## src/rtl/spi_write_scheduler_if.sv

```systemverilog
// Write-port bundle between pixel/fill producers, scheduler and driver.
// slave: scheduler view; master: producer/driver (bench) view.
interface spi_write_scheduler_if;
  logic        PIX_REQ;
  logic [16:0] PIX_ADDR;
  logic [15:0] PIX_DATA;
  logic        PIX_ACK;
  logic        FILL_START;
  logic [8:0]  FILL_X0;
  logic [7:0]  FILL_Y0;
  logic [8:0]  FILL_X1;
  logic [7:0]  FILL_Y1;
  logic [15:0] FILL_COLOR;
  logic        FILL_BUSY;
  logic        FILL_DONE;
  logic        ERR;
  logic        DRV_BUSY;
  logic [16:0] WA;
  logic [15:0] WD;
  logic        WE;

  modport slave (
    input  PIX_REQ, PIX_ADDR, PIX_DATA,
    input  FILL_START, FILL_X0, FILL_Y0,
    input  FILL_X1, FILL_Y1, FILL_COLOR,
    input  DRV_BUSY,
    output PIX_ACK, FILL_BUSY, FILL_DONE,
    output ERR, WA, WD, WE
  );

  modport master (
    output PIX_REQ, PIX_ADDR, PIX_DATA,
    output FILL_START, FILL_X0, FILL_Y0,
    output FILL_X1, FILL_Y1, FILL_COLOR,
    output DRV_BUSY,
    input  PIX_ACK, FILL_BUSY, FILL_DONE,
    input  ERR, WA, WD, WE
  );
endinterface

```

## src/rtl/spi_write_scheduler.sv

```systemverilog
// Round-robin pixel/rect-fill scheduler for the SPI display write port.
// Ports: CLK_50MHz, RESET (sync, high), bus (pixel, fill, driver WA/WD/WE).
module spi_write_scheduler #(
  parameter int WIDTH  = 320,
  parameter int HEIGHT = 240,
  parameter int WE_GAP = 4
) (
  input  logic CLK_50MHz,
  input  logic RESET,
  spi_write_scheduler_if.slave bus
);
  localparam int GW = $clog2(WE_GAP + 2);
  localparam logic [16:0] NPIX = 17'(WIDTH * HEIGHT);
  localparam logic [16:0] W17  = 17'(WIDTH);
  localparam logic [9:0]  XLIM = 10'(WIDTH);
  localparam logic [8:0]  YLIM = 9'(HEIGHT);

  typedef enum logic [1:0] {IDLE, ISSUE, GAP} state_t;

  state_t        state_q, state_d;
  logic [GW-1:0] gap_q;
  logic          last_pix_q;
  logic          we_q, ack_q, done_q, err_q;
  logic [16:0]   wa_q;
  logic [15:0]   wd_q;
  logic          busy_q, fin_q;
  logic [8:0]    x0_q, x1_q, x_q;
  logic [7:0]    y1_q, y_q;
  logic [16:0]   faddr_q;
  logic [15:0]   color_q;

  logic pix_c, slot, pix_ok, start_ok;
  logic grant_pix, grant_fill, issue;

  always_comb begin
    pix_c      = bus.PIX_REQ && !ack_q;
    slot       = (state_q == IDLE) && !bus.DRV_BUSY;
    grant_pix  = slot && pix_c && (!busy_q || !last_pix_q);
    grant_fill = slot && busy_q && !grant_pix;
    pix_ok     = bus.PIX_ADDR < NPIX;
    issue      = grant_fill || (grant_pix && pix_ok);
    start_ok   = (bus.FILL_X0 <= bus.FILL_X1)
              && ({1'b0, bus.FILL_X1} < XLIM)
              && (bus.FILL_Y0 <= bus.FILL_Y1)
              && ({1'b0, bus.FILL_Y1} < YLIM);
    state_d = state_q;
    unique case (state_q)
      IDLE:    if (issue) state_d = ISSUE;
      ISSUE:   state_d = GAP;
      GAP:     if (gap_q <= GW'(1)) state_d = IDLE;
      default: state_d = IDLE;
    endcase
  end

  always_ff @(posedge CLK_50MHz) begin
    if (RESET) begin
      state_q    <= IDLE;
      gap_q      <= '0;
      last_pix_q <= 1'b0;
      we_q       <= 1'b0;
      ack_q      <= 1'b0;
      done_q     <= 1'b0;
      err_q      <= 1'b0;
      wa_q       <= '0;
      wd_q       <= '0;
      busy_q     <= 1'b0;
      fin_q      <= 1'b0;
      x0_q       <= '0;
      x1_q       <= '0;
      x_q        <= '0;
      y1_q       <= '0;
      y_q        <= '0;
      faddr_q    <= '0;
      color_q    <= '0;
    end else begin
      state_q <= state_d;
      we_q    <= 1'b0;
      ack_q   <= 1'b0;
      done_q  <= 1'b0;
      if (state_q == ISSUE)
        gap_q <= GW'(WE_GAP);
      else if (gap_q != '0)
        gap_q <= gap_q - 1'b1;
      // Out-of-range pixels are acked and dropped in place.
      if (grant_pix) begin
        ack_q      <= 1'b1;
        last_pix_q <= 1'b1;
        if (pix_ok) begin
          we_q <= 1'b1;
          wa_q <= bus.PIX_ADDR;
          wd_q <= bus.PIX_DATA;
        end else begin
          err_q <= 1'b1;
        end
      end
      if (grant_fill) begin
        we_q       <= 1'b1;
        wa_q       <= faddr_q;
        wd_q       <= color_q;
        last_pix_q <= 1'b0;
        if (x_q == x1_q) begin
          x_q     <= x0_q;
          y_q     <= y_q + 1'b1;
          faddr_q <= faddr_q + W17 - 17'(x1_q - x0_q);
          fin_q   <= (y_q == y1_q);
        end else begin
          x_q     <= x_q + 1'b1;
          faddr_q <= faddr_q + 1'b1;
        end
      end
      // Busy drops and done pulses the cycle after the final WE.
      if (state_q == ISSUE && fin_q) begin
        busy_q <= 1'b0;
        done_q <= 1'b1;
        fin_q  <= 1'b0;
      end
      if (bus.FILL_START && !busy_q) begin
        if (start_ok) begin
          busy_q  <= 1'b1;
          x0_q    <= bus.FILL_X0;
          x1_q    <= bus.FILL_X1;
          x_q     <= bus.FILL_X0;
          y1_q    <= bus.FILL_Y1;
          y_q     <= bus.FILL_Y0;
          color_q <= bus.FILL_COLOR;
          faddr_q <= 17'(bus.FILL_Y0) * W17
                   + 17'(bus.FILL_X0);
        end else begin
          err_q <= 1'b1;
        end
      end
    end
  end

  assign bus.WE        = we_q;
  assign bus.WA        = wa_q;
  assign bus.WD        = wd_q;
  assign bus.PIX_ACK   = ack_q;
  assign bus.FILL_BUSY = busy_q;
  assign bus.FILL_DONE = done_q;
  assign bus.ERR       = err_q;
endmodule

```

## src/flat_wrapper.sv

```systemverilog
// flat-port wrapper written by rule: the top's interface ports become plain ports
module spi_write_scheduler_flat 
#(
  parameter int WIDTH  = 320,
  parameter int HEIGHT = 240,
  parameter int WE_GAP = 4
)
  (CLK_50MHz, RESET, bus_PIX_REQ, bus_PIX_ADDR, bus_PIX_DATA, bus_FILL_START, bus_FILL_X0, bus_FILL_Y0, bus_FILL_X1, bus_FILL_Y1, bus_FILL_COLOR, bus_DRV_BUSY, bus_PIX_ACK, bus_FILL_BUSY, bus_FILL_DONE, bus_ERR, bus_WA, bus_WD, bus_WE);
  spi_write_scheduler_if bus_i ();
  input  logic CLK_50MHz;
  input  logic RESET;
  input wire logic [$bits(bus_i.PIX_REQ)-1:0] bus_PIX_REQ;
  input wire logic [$bits(bus_i.PIX_ADDR)-1:0] bus_PIX_ADDR;
  input wire logic [$bits(bus_i.PIX_DATA)-1:0] bus_PIX_DATA;
  input wire logic [$bits(bus_i.FILL_START)-1:0] bus_FILL_START;
  input wire logic [$bits(bus_i.FILL_X0)-1:0] bus_FILL_X0;
  input wire logic [$bits(bus_i.FILL_Y0)-1:0] bus_FILL_Y0;
  input wire logic [$bits(bus_i.FILL_X1)-1:0] bus_FILL_X1;
  input wire logic [$bits(bus_i.FILL_Y1)-1:0] bus_FILL_Y1;
  input wire logic [$bits(bus_i.FILL_COLOR)-1:0] bus_FILL_COLOR;
  input wire logic [$bits(bus_i.DRV_BUSY)-1:0] bus_DRV_BUSY;
  output wire logic [$bits(bus_i.PIX_ACK)-1:0] bus_PIX_ACK;
  output wire logic [$bits(bus_i.FILL_BUSY)-1:0] bus_FILL_BUSY;
  output wire logic [$bits(bus_i.FILL_DONE)-1:0] bus_FILL_DONE;
  output wire logic [$bits(bus_i.ERR)-1:0] bus_ERR;
  output wire logic [$bits(bus_i.WA)-1:0] bus_WA;
  output wire logic [$bits(bus_i.WD)-1:0] bus_WD;
  output wire logic [$bits(bus_i.WE)-1:0] bus_WE;
  assign bus_i.PIX_REQ = bus_PIX_REQ;
  assign bus_i.PIX_ADDR = bus_PIX_ADDR;
  assign bus_i.PIX_DATA = bus_PIX_DATA;
  assign bus_i.FILL_START = bus_FILL_START;
  assign bus_i.FILL_X0 = bus_FILL_X0;
  assign bus_i.FILL_Y0 = bus_FILL_Y0;
  assign bus_i.FILL_X1 = bus_FILL_X1;
  assign bus_i.FILL_Y1 = bus_FILL_Y1;
  assign bus_i.FILL_COLOR = bus_FILL_COLOR;
  assign bus_i.DRV_BUSY = bus_DRV_BUSY;
  assign bus_PIX_ACK = bus_i.PIX_ACK;
  assign bus_FILL_BUSY = bus_i.FILL_BUSY;
  assign bus_FILL_DONE = bus_i.FILL_DONE;
  assign bus_ERR = bus_i.ERR;
  assign bus_WA = bus_i.WA;
  assign bus_WD = bus_i.WD;
  assign bus_WE = bus_i.WE;
  spi_write_scheduler #(.WIDTH(WIDTH), .HEIGHT(HEIGHT), .WE_GAP(WE_GAP)) u_core (.CLK_50MHz(CLK_50MHz), .RESET(RESET), .bus(bus_i));
endmodule
```

## config.mk

```make
export PLATFORM = sky130hd
export DESIGN_NAME = spi_write_scheduler_flat
export DESIGN_NICKNAME = d
export VERILOG_FILES = /design/src/rtl/spi_write_scheduler_if.sv /design/src/rtl/spi_write_scheduler.sv /design/src/flat_wrapper.sv
export SDC_FILE = /design/constraint.sdc
export NUM_CORES = 1
export LEC_CHECK = 0
export CORE_MARGIN = 4
export CORE_UTILIZATION = 50
export CTS_BUF_LIST = sky130_fd_sc_hd__clkbuf_16
export DETAILED_ROUTE_END_ITERATION = 6
export GPL_TIMING_DRIVEN = 0
export HOLD_SLACK_MARGIN = 0.02
export PLACE_DENSITY = 0.75
export SYNTH_ARGS = -nofsm -noshare
export SYNTH_HDL_FRONTEND = slang
export SYNTH_SLANG_ARGS = --single-unit
```

## constraint.sdc

```tcl
create_clock -name CLK_50MHz -period 10.25 [get_ports CLK_50MHz]
set_clock_uncertainty 0.05 [all_clocks]
set_input_delay 1.025 -clock CLK_50MHz [delete_from_list [all_inputs] [get_ports CLK_50MHz]]
set_output_delay 1.025 -clock CLK_50MHz [all_outputs]
set_load 0.03 [all_outputs]
```

==> results of run 1 <==
==> per-layer routing <==
layer  global-route usage (%)  part of all wire [%]  vias to the layer above  routed length, µm
met2                     46.0                    47                      359              11800
met1                     35.7                    42                     3718              10500
li1                         -                     -                     3891                  -
met5                        0                     0                        -                  0
met3                     4.15                   7.5                       75               1890
met4                     13.0                   3.9                        0                971
==> cells in the mapped netlist (3+ instances only) <==
cell,n,area [µm²]
o21bai_1,9,67.6
o211ai_1,3,22.5
clkbuf_1,44,165
a211oi_1,20,150
nand2b_1,7,43.8
nor3_1,13,65.1
nor3b_1,3,22.5
ha_1,79,988
nor4_1,3,18.8
a221oi_1,3,26.3
nor2_1,65,244
dfxtp_1,121,2420
nand4_1,15,93.8
o21ai_0,23,115
and3_1,8,50.1
a21oi_1,142,711
buf_2,9,45.0
o221ai_1,7,61.3
inv_1,54,203
o22ai_1,5,31.3
o31ai_1,3,22.5
a311oi_1,3,26.3
xnor2_1,29,254
fa_1,4,80.1
nor2b_1,9,56.3
o21a_1,4,30.0
a22oi_1,33,248
nand2_1,161,604
xor2_1,27,236
a21o_1,14,105
o21ai_1,11,55.1
nand3_1,24,120
a31oi_1,12,75.1
==> kinds of logic after synthesis <==
family                     count (synthesis)
and+or+nand+nor                          324
AOI/OAI and AO/OA                        314
DFF                                      121
buffers and inverters                    110
adders and majority gates                 83
xor gates and xnor gates                  56
muxes                                      2
==> worst register-to-register path: cells and delay by family (launching register included) <==
family / cells / cell delay, ns
compound gates: 11 / 2.14
fa+ha+maj: 4 / 1.12
flops: 1 / 0.39
xor+xnor: 2 / 0.34
simple gates: 2 / 0.33
buf+inv: 2 / 0.10
==> state kept, by name (all words and copies together) (netlist names) <==
register	flops
u_core.x_q	9
u_core.y_q	8
u_core.bus.FILL_BUSY	1
u_core.bus.WD	16
u_core.bus.WE	1
u_core.color_q	16
u_core.x1_q	9
u_core.bus.WA	17
u_core.bus.PIX_ACK	1
u_core.y1_q	8
u_core.bus.ERR	1
u_core.x0_q	9
u_core.bus.FILL_DONE	1
u_core.last_pix_q	1
u_core.fin_q	1
u_core.faddr_q	17
u_core.state_q	2
u_core.gap_q	3
==> stage by stage <==
stage	area, µm²	utilization [%]	total power [W]
after floorplan	7850	-	0.00103
after global placement	9360	61.1	0.00122
after detailed placement	9360	61.1	0.00123
after CTS	9900	64.6	0.00178
after global routing	9900	64.6	0.00189
final	9900	64.6	0.00178
==> worst max path at each step <==
stage | start | endpoint | slack (ns) | cells past startpoint
3_5_place_dp | u_core.x0_q[0] | u_core.faddr_q[16] | 5.68 | 21
3_3_place_gp | u_core.x0_q[0] | u_core.faddr_q[16] | 5.76 | 21
2_1_floorplan | u_core.x1_q[0] | u_core.faddr_q[16] | 6.32 | 22
6_report | u_core.x0_q[0] | u_core.faddr_q[16] | 5.67 | 21
4_1_cts | u_core.x0_q[0] | u_core.faddr_q[16] | 5.67 | 21
5_1_grt | u_core.x1_q[0] | u_core.faddr_q[16] | 5.31 | 22
==> final cells by class <==
class / instances / area (µm²)
plain buffers: 56 / 225
clock buffers: 17 / 425
clock inverters: 15 / 113
fillers: 1374 / 5410
inverters: 54 / 203
multi-input cells: 779 / 5000
flip-flops and latches: 121 / 2420
well taps: 211 / 264
repair buffers: 125 / 1250
==> power breakdown <==
group	total, W	internal, W	switching (W)
combinational	0.000697	0.000287	0.000410
sequential	0.000538	0.000503	0.0000346
clock	0.000549	0.000327	0.000222
total	0.00178	0.00112	0.000666
==> results.md, run 1 <==
* Fraction of the mapped netlist area in adder cells at 13.6%
* Syn_area_per_cell at roughly 8 µm²
* Cell Rows at 45
* Reg2reg start: u_core.x0_q[0]
* CP endpoint kind: register
* Initial core utilization at 51.2%
* Yosys warns at 0
* Worst-skew pair later-pin latency at 0.42 ns
* Max Clock Freq at 218 MHz
* Hold Violations, Final at 0
* Initial antenna violation count at 0
* Ratio of cells with drive above 1 in the final layout at 3.86%
* Tmin final at 4.58 ns
* Vias in the first global route at 7748
* Synthesis-to-layout area growth at 26.2%
* R2r setup slk at 5.67 ns
* IO Pins at 126
* Most used cells in the layout excluding fill and tap cells: 161 x nand2_1, 142 x a21oi_1, 125 x clkdlybuf4s50_1, 121 x dfxtp_1, 79 x ha_1
* Worst path cell trace: ha_1 > inv_1 > fa_1 > a21o_1 > a21oi_1 > o21bai_1 > a21oi_1 > o21bai_1 > a21oi_1 > xnor2_1 > ha_1 > inv_1 > ha_1 > a21oi_1 > nand2_1 > a41oi_1 > o21ai_1 > o31ai_1 > xnor2_1 > nor4_1 > a211oi_2
* Peak supply drop at 0.000127 V
* Postcts setup bufs at 0
* Largest family of logic cells by synthesized area: compound AO/OA/AOI/OAI gates
* Final Max Tran Viols at 0
* Root Buffer: clkbuf_16
* Hold Path Class: reg2reg
* Pwr Density at 180 mW/mm²
* # hold bufs at CTS at 0
* Dpl cells at 1346
* WS Path Type: reg2reg
* Drt drc at 0
* R2r endpoint: u_core.faddr_q[16]
* ANT nets after route at 0
* Cts repair resizes at 0
* Setup_tns at 0 ns
* Buf/Inv on CP at 2
* CP top delay family: compound AO/OA/AOI/OAI gates
* Num CTS Buffers at 17
* Async SR Flop Fraction at 0%
* Via count at 8043
* RSZ-0062 raised after global routing: no
* GRT Util Overall at roughly 28%
* Hold Path End: u_core.bus.WA[5]
* Final WS setup at ~5.7 ns
* Post-synthesis mux area share at 0.255%
* Sequential area share after synthesis at 30.9%
* Ant diodes at 0
* Cell mode on critical path: a21oi_1
* Startpoint Class: register
* Post-synthesis cell type count at 64
* First-pass DRT Iterations at 5
* WL final at 25200 µm
* IO buf count at 125
* Clock sinks at around 120
* Clock Path Buffers at 2
* Max FO, Critical Path at 6
* Measured slew at the worst slew-check pin at 0.762 ns
* Fraction of the mapped netlist area in compound gates at 25.0%
* CTS tree: built
* Core Area at roughly 0.015 mm²
* WP data arrival at ~4.8 ns
* Register-to-Register Path Depth at 21
* Fin Hold WS at roughly 0.4 ns
* Gr ovfl total at 0
* Largest net degree at the start of global routing at 17
* CTS H-tree depth at 4
* Gp weighted congestion at 0.943
* Final setup viols at 0
* Via-to-Cell Ratio at 5.84
* Slowest cell on the critical path: dfxtp_1
* Post-detail-place hpwl at 19200 µm
* Max-cap violations at 0
* Hold Crit Depth at 2
* Normalized max-slew margin at roughly half
* Post-Synth XOR/XNOR Area at 6.25%
* Synthesized flop and latch total at approximately 120
* Clock-pin slew on the worst setup and hold paths at ~0.06 ns
* Commonest non-fill, non-tap cell in the layout: nand2_1
* Top_reg_cell synth: dfxtp_1
* Required @ worst endpoint at 10.50 ns
* Synth Area in Simple Gates at 18.6%
* Post-Syn Nets at 1181
* CP max stage delay at 0.39 ns
* Die height at 133 µm
* DRT iter0 DRCs at 667
* Fin nets at approximately 1300
* Mapped Area at 0.00785 mm²
* Die width at 133 µm
* Syn Inst Count at 1010
* Place WS at around 5.7 ns
* EDFF count, synth at 0
* Leak at about 3.8 nW
* Outcome: finished, final reports clean
* Final worst-path cycle share at 44.7%
* Min-delay src: u_core.bus.WA[5]
* Post-Layout Cell Count at 1378
* Die area at 0.0178 mm²
* First-pass GRT wire length at 39600 µm
* WL/cell at ~18 µm
Note: power is estimated with default switching activity, not from simulation.
==> inputs of run 2 (changes only) <==
==> constraint.sdc (replaced) <==
create_clock -name CLK_50MHz -period 4.5 [get_ports CLK_50MHz]
set_clock_uncertainty 0.05 [all_clocks]
set_input_delay 0.45 -clock CLK_50MHz [delete_from_list [all_inputs] [get_ports CLK_50MHz]]
set_output_delay 0.45 -clock CLK_50MHz [all_outputs]
set_load 0.03 [all_outputs]
==> results.md, run 2 (synthesized netlist as in run 1, its figures left out) <==
* Via-to-Cell Ratio at 5.83 (was 5.84)
* Slowest cell on the critical path: dfxtp_1 (unchanged)
* CTS tree: built (unchanged)
* Via count at 8050 (was 8043)
* Startpoint Class: register (unchanged)
* Measured slew at the worst slew-check pin at 0.759 ns (was 0.762 ns)
* Num CTS Buffers at 17 (unchanged)
* Hold Path End: u_core.bus.WA[5] (unchanged)
* Largest net degree at the start of global routing at 17 (unchanged)
* CP endpoint kind: register (unchanged)
* Buf/Inv on CP at 2 (unchanged)
* R2r setup slk at 0.18 ns (was 5.67 ns)
* Hold Path Class: reg2reg (unchanged)
* ANT nets after route at 0 (unchanged)
* Final WS setup at 0.182 ns (was 5.67 ns)
* Min-delay src: u_core.bus.WA[5] (unchanged)
* Total Power at 0.00412 W (was 0.00178 W)
* Hold Violations, Final at 0 (unchanged)
* R2r endpoint: u_core.faddr_q[16] (unchanged)
* Area after DPL at 0.00936 mm² (unchanged)
* Clock sinks at 121 (unchanged)
* Peak supply drop at 0.000290 V (was 0.000127 V)
* WL final at 25300 µm (was 25200 µm)
* Pwr Density at 414 mW/mm² (was 180 mW/mm²)
* Fin nets at 1327 (was 1325)
* Die height at 133 µm (unchanged)
* Max-cap violations at 0 (unchanged)
* M1 GR Usage at 35.8% (was 35.7%)
* Max Clock Freq at 232 MHz (was 218 MHz)
* Clock-pin slew on the worst setup and hold paths at 0.06 ns (about the same)
* First-pass DRT Iterations at 5 (unchanged)
* Ant diodes at 0 (unchanged)
* Final worst-path cycle share at 96.0% (was 44.7%)
* Worst path cell trace: ha_1 > inv_1 > fa_1 > a21o_1 > a21oi_2 > o21bai_1 > a21oi_2 > o21bai_1 > a21oi_1 > xnor2_1 > ha_1 > inv_1 > ha_2 > a21oi_2 > nand2_1 > a41oi_2 > o21ai_2 > o31ai_2 > xnor2_1 > nor4_1 > a211oi_2 (was ha_1 > inv_1 > fa_1 > a21o_1 > a21oi_1 > o21bai_1 > a21oi_1 > o21bai_1 > a21oi_1 > xnor2_1 > ha_1 > inv_1 > ha_1 > a21oi_1 > nand2_1 > a41oi_1 > o21ai_1 > o31ai_1 > xnor2_1 > nor4_1 > a211oi_2)
* Final instance area at 0.00996 mm² (was 0.00990 mm²)
* Die area at 0.0178 mm² (unchanged)
* WL/cell at 18.3 µm (about the same)
* Setup_tns at 0 ns (unchanged)
* Worst-skew pair later-pin latency at 0.42 ns (about the same)
* DRT iter0 DRCs at 724 (was 667)
* Core Area at 0.0153 mm² (unchanged)
* Gr ovfl total at 0 (unchanged)
* Reg2reg start: u_core.x0_q[0] (unchanged)
* Top Usage Layer GRT: met2 (unchanged)
* Final setup viols at 0 (unchanged)
* Vias in the first global route at 7746 (was 7748)
* Post-Route Utilization at 65.0% (was 64.6%)
* Cell Rows at 45 (unchanged)
* Most used cells in the layout excluding fill and tap cells: 161 x nand2_1, 139 x a21oi_1, 125 x clkdlybuf4s50_1, 121 x dfxtp_1, 77 x ha_1 (was 161 x nand2_1, 142 x a21oi_1, 125 x clkdlybuf4s50_1, 121 x dfxtp_1, 79 x ha_1)
* Gp weighted congestion at 0.943 (unchanged)
* Post-detail-place hpwl at 19200 µm (unchanged)
* WP data arrival at 4.57 ns (was 4.83 ns)
* WS Path Type: reg2reg (unchanged)
* CP max stage delay at 0.40 ns (was 0.39 ns)
* Leak at 3.82 nW (was 3.81 nW)
* Max FO, Critical Path at 6 (unchanged)
* Initial core utilization at 51.2% (unchanged)
* Worst path depth at 21 (unchanged)
* GRT Util Overall at 27.8% (about the same)
* Place WS at -0.0720 ns (was 5.68 ns)
* IO Pins at 126 (unchanged)
* Met2 usage at 46.0% (about the same)
* Outcome: finished, final reports clean (unchanged)
* Cell mode on critical path: a21oi_2 (was a21oi_1)
* First-pass GRT wire length at 39700 µm (was 39600 µm)
* Root Buffer: clkbuf_16 (unchanged)
* Required @ worst endpoint at 4.75 ns (was 10.50 ns)
* Die width at 133 µm (unchanged)
* CTS H-tree depth at 4 (unchanged)
* Register-to-Register Path Depth at 21 (unchanged)
* # hold bufs at CTS at 0 (unchanged)
* CP top delay family: compound AO/OA/AOI/OAI gates (unchanged)
* Drt drc at 0 (unchanged)
* Hold Crit Depth at 2 (unchanged)
* Ratio of cells with drive above 1 in the final layout at 4.79% (was 3.86%)
* Tmin final at 4.32 ns (was 4.58 ns)
* Clock Path Buffers at 2 (unchanged)
* Initial antenna violation count at 0 (unchanged)
* Final Max Tran Viols at 0 (unchanged)
* Commonest non-fill, non-tap cell in the layout: nand2_1 (unchanged)
* IO buf count at 125 (unchanged)
* Met3 GRT Util at 4.15% (unchanged)
* Normalized max-slew margin at 49.4% (was 49.2%)
* Synthesis-to-layout area growth at 26.9% (was 26.2%)
-- run 2: stage by stage --
stage          cells  hold WS (ns)
6_report        1380         0.401
2_1_floorplan   1010         0.387
5_1_grt         1380         0.424
4_1_cts         1378         0.404
3_3_place_gp    1346         0.392
3_5_place_dp    1346         0.396
-- run 2: layer usage --
layer | part of all wire, % | vias to the layer above | wire [µm]
li1 | - | 3896 | -
met3 | 7.3 | 74 | 1860
met4 | 3.9 | 0 | 980
met5 | 0 | - | 0
met2 | 47 | 363 | 11900
met1 | 42 | 3717 | 10600
-- run 2: tightest hold or removal path: stages (launching register included) --
cell	delay [ns]
dfxtp_1	0.31
nand2_1	0.05
a21oi_1	0.05
-- run 2: worst max-delay path by stage --
| stage | startpoint | endpoint | slack, ns |
|---|---|---|---|
| 5_1_grt | u_core.x1_q[0] | u_core.faddr_q[15] | -0.02 |
| 2_1_floorplan | u_core.x1_q[0] | u_core.faddr_q[16] | 0.57 |
| 3_3_place_gp | u_core.x0_q[0] | u_core.faddr_q[16] | 0.008 |
| 3_5_place_dp | u_core.x0_q[0] | u_core.faddr_q[16] | -0.07 |
| 4_1_cts | u_core.x0_q[0] | u_core.faddr_q[16] | 0.06 |
| 6_report | u_core.x0_q[0] | u_core.faddr_q[16] | 0.18 |
-- run 2: layout make-up --
| type | instances | area, µm² |
|---|---|---|
| Inverter | 54 | 203 |
| Timing Repair Buffer | 127 | 1270 |
| Clock inverter | 15 | 113 |
| Clock buffer | 17 | 425 |
| Sequential cell | 121 | 2420 |
| Fill cell | 1372 | 5360 |
| Tap cell | 211 | 264 |
| Buffer | 56 | 225 |
| Multi-Input combinational cell | 779 | 5040 |
-- run 2: repair_timing --
action / in CTS / in global routing
gates resized for setup: 2 / 8
buffers inserted: 0 / 2
setup endpoints to repair: 1 / 5
pin swaps: 0 / 8
gates cloned: 0 / 0
-- run 2: power by group --
part | switching, W | total (W) | internal, W
registers | 0.0000788 | 0.00123 | 0.00115
clock network | 0.000503 | 0.00125 | 0.000745
logic | 0.000963 | 0.00165 | 0.000686
==> inputs of run 3 (changes only) <==
--- a/config.mk
+++ b/config.mk
@@ -12,6 +12,7 @@
 export GPL_TIMING_DRIVEN = 0
 export HOLD_SLACK_MARGIN = 0.02
 export PLACE_DENSITY = 0.75
+export SLEW_MARGIN = 20
 export SYNTH_ARGS = -nofsm -noshare
 export SYNTH_HDL_FRONTEND = slang
 export SYNTH_SLANG_ARGS = --single-unit
==> results of run 3 <==
No change in the layout: final DEF, timing and power equal those of run 2.
